===== config.mk =====
export PLATFORM = sky130hd
export DESIGN_NAME = fetch_unit
export DESIGN_NICKNAME = d
export VERILOG_FILES = /design/src/rtl/fetch_unit.sv
export SDC_FILE = /design/constraint.sdc
export NUM_CORES = 1
export LEC_CHECK = 0
export ABC_AREA = 1
export BUFFER_PORTS_ARGS = -buffer_cell sky130_fd_sc_hd__buf_2
export CAP_MARGIN = 20
export CORE_MARGIN = 5
export CORE_UTILIZATION = 40
export DETAILED_ROUTE_END_ITERATION = 10
export PLACE_DENSITY = 0.69
export SYNTH_ARGS = -nofsm -noshare
export SYNTH_HDL_FRONTEND = slang
export SYNTH_SLANG_ARGS = --single-unit

===== constraint.sdc =====
create_clock -name CLK -period 3.1 [get_ports CLK]
set_input_delay 0.62 -clock CLK [delete_from_list [all_inputs] [get_ports CLK]]
set_output_delay 0.62 -clock CLK [all_outputs]
set_load 0.03 [all_outputs]

===== src/rtl/fetch_unit.sv =====
// Instruction fetch stage: walks a combinational ROM from a start address into a
// one-entry instruction register, with decode back-pressure, redirect flush and halt.
module fetch_unit #(
    parameter int         IW        = 16,
    parameter logic [8:0] HALT_WORD = 9'b111111111
) (
    input  logic          CLK,
    input  logic          reset,
    input  logic          start,
    input  logic [IW-1:0] start_addr,
    output logic [IW-1:0] insn_addr,
    input  logic [8:0]    instruction,
    output logic [8:0]    ir,
    output logic [IW-1:0] ir_pc,
    output logic          ir_valid,
    input  logic          ir_ready,
    input  logic          redirect,
    input  logic [IW-1:0] redirect_target,
    output logic          halted,
    output logic [15:0]   fetch_count,
    output logic [1:0]    o_state
);

    typedef enum logic [1:0] {
        S_IDLE = 2'd0,
        S_RUN  = 2'd1,
        S_HALT = 2'd2
    } state_t;

    state_t        r_state;
    logic [IW-1:0] r_pc;
    logic [8:0]    r_ir;
    logic [IW-1:0] r_ir_pc;
    logic          r_ir_valid;
    logic [15:0]   r_fetch_count;

    // Handshake: ir is transferred to decode on any edge where ir_valid && ir_ready.
    // The register may be refilled in that same cycle, so full throughput needs no bubble.
    logic w_capture;
    assign w_capture = (!r_ir_valid || ir_ready) && !redirect;

    always_ff @(posedge CLK) begin
        if (reset) begin
            r_state       <= S_IDLE;
            r_pc          <= '0;
            r_ir          <= '0;
            r_ir_pc       <= '0;
            r_ir_valid    <= 1'b0;
            r_fetch_count <= '0;
        end else begin
            case (r_state)
                S_IDLE: begin
                    if (start) begin
                        r_pc          <= start_addr;
                        r_fetch_count <= '0;
                        r_ir_valid    <= 1'b0;
                        r_state       <= S_RUN;
                    end
                end
                S_RUN: begin
                    if (redirect) begin
                        r_pc       <= redirect_target;
                        r_ir_valid <= 1'b0;
                    end else if (w_capture) begin
                        r_ir       <= instruction;
                        r_ir_pc    <= r_pc;
                        r_ir_valid <= 1'b1;
                        if (r_fetch_count != 16'hFFFF) begin
                            r_fetch_count <= r_fetch_count + 16'd1;
                        end
                        // The halt word parks the PC on itself so insn_addr shows where fetch stopped.
                        if (instruction == HALT_WORD) begin
                            r_state <= S_HALT;
                        end else begin
                            r_pc <= r_pc + 1'b1;
                        end
                    end
                end
                S_HALT: begin
                    if (start) begin
                        r_pc          <= start_addr;
                        r_fetch_count <= '0;
                        r_ir_valid    <= 1'b0;
                        r_state       <= S_RUN;
                    end else if (ir_ready) begin
                        r_ir_valid <= 1'b0;
                    end
                end
                default: begin
                    r_state <= S_IDLE;
                end
            endcase
        end
    end

    assign insn_addr   = r_pc;
    assign ir          = r_ir;
    assign ir_pc       = r_ir_pc;
    assign ir_valid    = r_ir_valid;
    assign fetch_count = r_fetch_count;
    assign halted      = (r_state == S_HALT);
    assign o_state     = r_state;

endmodule


==> results_dict.tcl <==
set metrics [dict create \
    dp.final_hpwl_um 7770 \
    status "completed" \
    ys_ff_latch 60 \
    first_iter_violations 167 \
    slew-limit-headroom_pct 58.7 \
    synth_top_cell_by_area "dfxtp_1" \
    worstRegToRegCells 9 \
    cts_hold_buf 0 \
    drt.antenna.violating_nets 0 \
    placedCellCount 724 \
    finClkSkew_ps 9.74 \
    p_per_area_nw_per_um2 921 \
    start_kind "register" \
    die_h_um 103 \
    max-cap-violations 0 \
    rrSetupSlack_ps 820 \
    clk_root_buffer_cell "clkbuf_8" \
    viasPerCell 5.21 \
    period_needed_ps 2280 \
    synth_most_common_cell "nand2_1" \
    async_flop_share_pct 0 \
    yosysSeqAreaShare_pct 34.8 \
    synth_top_area_share_pct 34.8 \
    grt_setup_unrepaired "false" \
    clock_path_buffers 2 \
    port_buffers 106 \
    syn_area_um2 3450 \
    fmax_mhz 438 \
    synth_edf_count 0 \
    finalHoldViolCount 0 \
    cts_tree "yes" \
    setup.worst_path.class "reg2reg" \
    first_pass_iters 5 \
    syn_inst 532 \
    comb_power_share_pct 50.7 \
    grt_pass1_vias 3487 \
    worstSkewPairLatency_ps 340 \
    syn_to_final_growth_pct 21.4 \
    drt-total-wl_um 10500 \
    dieArea_um2 10600 \
    hold_class "reg2reg" \
    antenna_found_initial 0 \
    wl_per_cell_um 14.2 \
    instances_no_fill 740 \
    worst_pin_slew_ps 619 \
    synthFlopType "dfxtp_1" \
    overflow 0 \
    p_seq_share_pct 30.7 \
    synth_area_leaders "dfxtp_1, nand2_1, nor2_1" \
    critical_path_arrival_ps 2520 \
    cts.sinks 60 \
    finalSetupTns_ps 0 \
    postSynthAreaPerCell_um2 6.49 \
    yosysWarnings 0 \
    cts_max_level 3 \
    post-cts-setup-buffers 0 \
    cp_max_fo 24 \
    crit_path_end_kind "register" \
    coreArea_um2 8300 \
    cts-buffers-inserted 9 \
    fin_crit_sh_pct 73.6 \
    switchingPower_uw 1960 \
    start_util_pct 41.6 \
    grtUsageTotal_pct 20.3 \
    p_int_uw 1900 \
    cts-resized-gates 0 \
    hp-start "ir_valid" \
    nets 681 \
    irDropWorstVdd_v 0.000438 \
    fin_util_pct 50.5 \
    slew_viol_final 0 \
    antenna_cells 0 \
    chipWidth_um 103 \
    switching_share_pct 50.8 \
    clk_pin_slew_worst_paths_ps 70 \
    grt_first_pass_wirelength_um 17000 \
    drive_gt1_share_pct 22.2 \
    gp_congestion 0.947 \
    r2r-start "o_state[0]" \
    vias 3859 \
    worstHoldPathCells 2 \
    cp.required_ps 3340 \
    synth_cell_type_count 37 \
    drcViolationCount 0 \
    synthesis.nets 583 \
    std_cell_rows 33 \
    grt_max_degree 41 \
    synth_common_cells "nand2_1, nor2_1, a21oi_1, dfxtp_1, o21ai_0" \
    setup_viol 0 \
    io_pins 107 \
    p_leak_uw 0.00190 \
    clock_power_share_pct 18.6 \
    min_to "ir_valid" \
    reg2reg_to "insn_addr[7]" \
]
cells in the final DEF (no fill, tap or decap), types with 2 or more instances in the layout:
cell / instances
nand2_4: 2
clkbuf_8: 10
buf_2: 106
xnor2_1: 2
xor2_1: 4
o21bai_1: 3
nand3_2: 2
inv_2: 2
nor2_1: 89
ha_1: 5
o21ai_0: 40
inv_1: 36
o211ai_1: 2
o22ai_1: 2
nand3_1: 38
nor2_2: 2
nor2_4: 4
clkinv_2: 2
nand4_1: 10
nand2_1: 133
a21oi_1: 61
buf_4: 3
dfxtp_1: 60
clkbuf_1: 2
nand2_2: 2
logic make-up (layout without fill, tap and decap cells):
family	count (synthesis)	count (layout)	share of synthesized area, %
and+or+nand+nor	289	289	36.9
DFF	60	60	34.8
adders and majority gates	5	5	1.81
xor gates and xnor gates	6	6	1.52
AOI/OAI and AO/OA	110	110	16.5
buffers and inverters	62	165	8.45
layout make-up:
| type | count | area [um^2] |
|---|---|---|
| clock inverters | 4 | 48.8 |
| fillers | 869 | 4110 |
| flip-flops and latches | 60 | 1200 |
| inverters | 40 | 153 |
| clock buffers | 12 | 145 |
| multi-input cells | 410 | 1960 |
| repair buffers | 109 | 553 |
| well taps | 105 | 131 |
power groups by stage:
stage	combinational, uW	sequential [uW]	clock, uW
after floorplan	1080	1550	0
after global placement	1910	1190	0
after detailed placement	1950	1190	0
after CTS	1950	1180	734
after global routing	2170	1210	772
final	1950	1190	719
flip-flops by register name, indices dropped and copies added, names as in the netlist:
name / count
fetch_count: 16
insn_addr: 16
ir_pc: 16
ir: 9
o_state: 2
ir_valid: 1
routing by layer:
layer	track usage (%)	vias to the layer above	share of wire, %
li1	-	1934	-
met1	27.0	1772	45
met2	32.9	136	47
met3	4.74	17	6.6
met4	6.18	0	1.3
met5	0	-	0
critical path: stages, from the launching register on:
cell     delay [ps]
dfxtp_1         370
inv_1           100
ha_1            260
nor2_4          340
nor2_2          110
nor3_2          200
nand2_2         310
inv_2           260
nand3_1          90
and2_1          130
worst max-delay path by stage:
| stage | startpoint | to | slack, ps | cells after the start |
|---|---|---|---|---|
| 3_5_place_dp | o_state[0] | insn_addr[7] | 860 | 9 |
| 3_3_place_gp | redirect | insn_addr[8] | 870 | 9 |
| 2_1_floorplan | o_state[0] | fetch_count[2] | 1100 | 9 |
| 4_1_cts | o_state[0] | insn_addr[7] | 840 | 9 |
| 5_1_grt | o_state[0] | fetch_count[3] | 600 | 9 |
| 6_report | o_state[0] | insn_addr[7] | 820 | 9 |
per-stage QoR:
| step | power [uW] | instance area (um^2) | hold WS, ps | worst slack (ps) |
|---|---|---|---|---|
| floorplan | 2630 | 3450 | 578 | 1100 |
| global placement | 3100 | 4000 | 466 | 871 |
| detailed placement | 3140 | 4000 | 465 | 856 |
| CTS | 3870 | 4190 | 475 | 840 |
| global route | 4150 | 4190 | 507 | 597 |
| finish | 3860 | 4190 | 478 | 817 |
No activity file was read; power rests on OpenSTA's default activity.
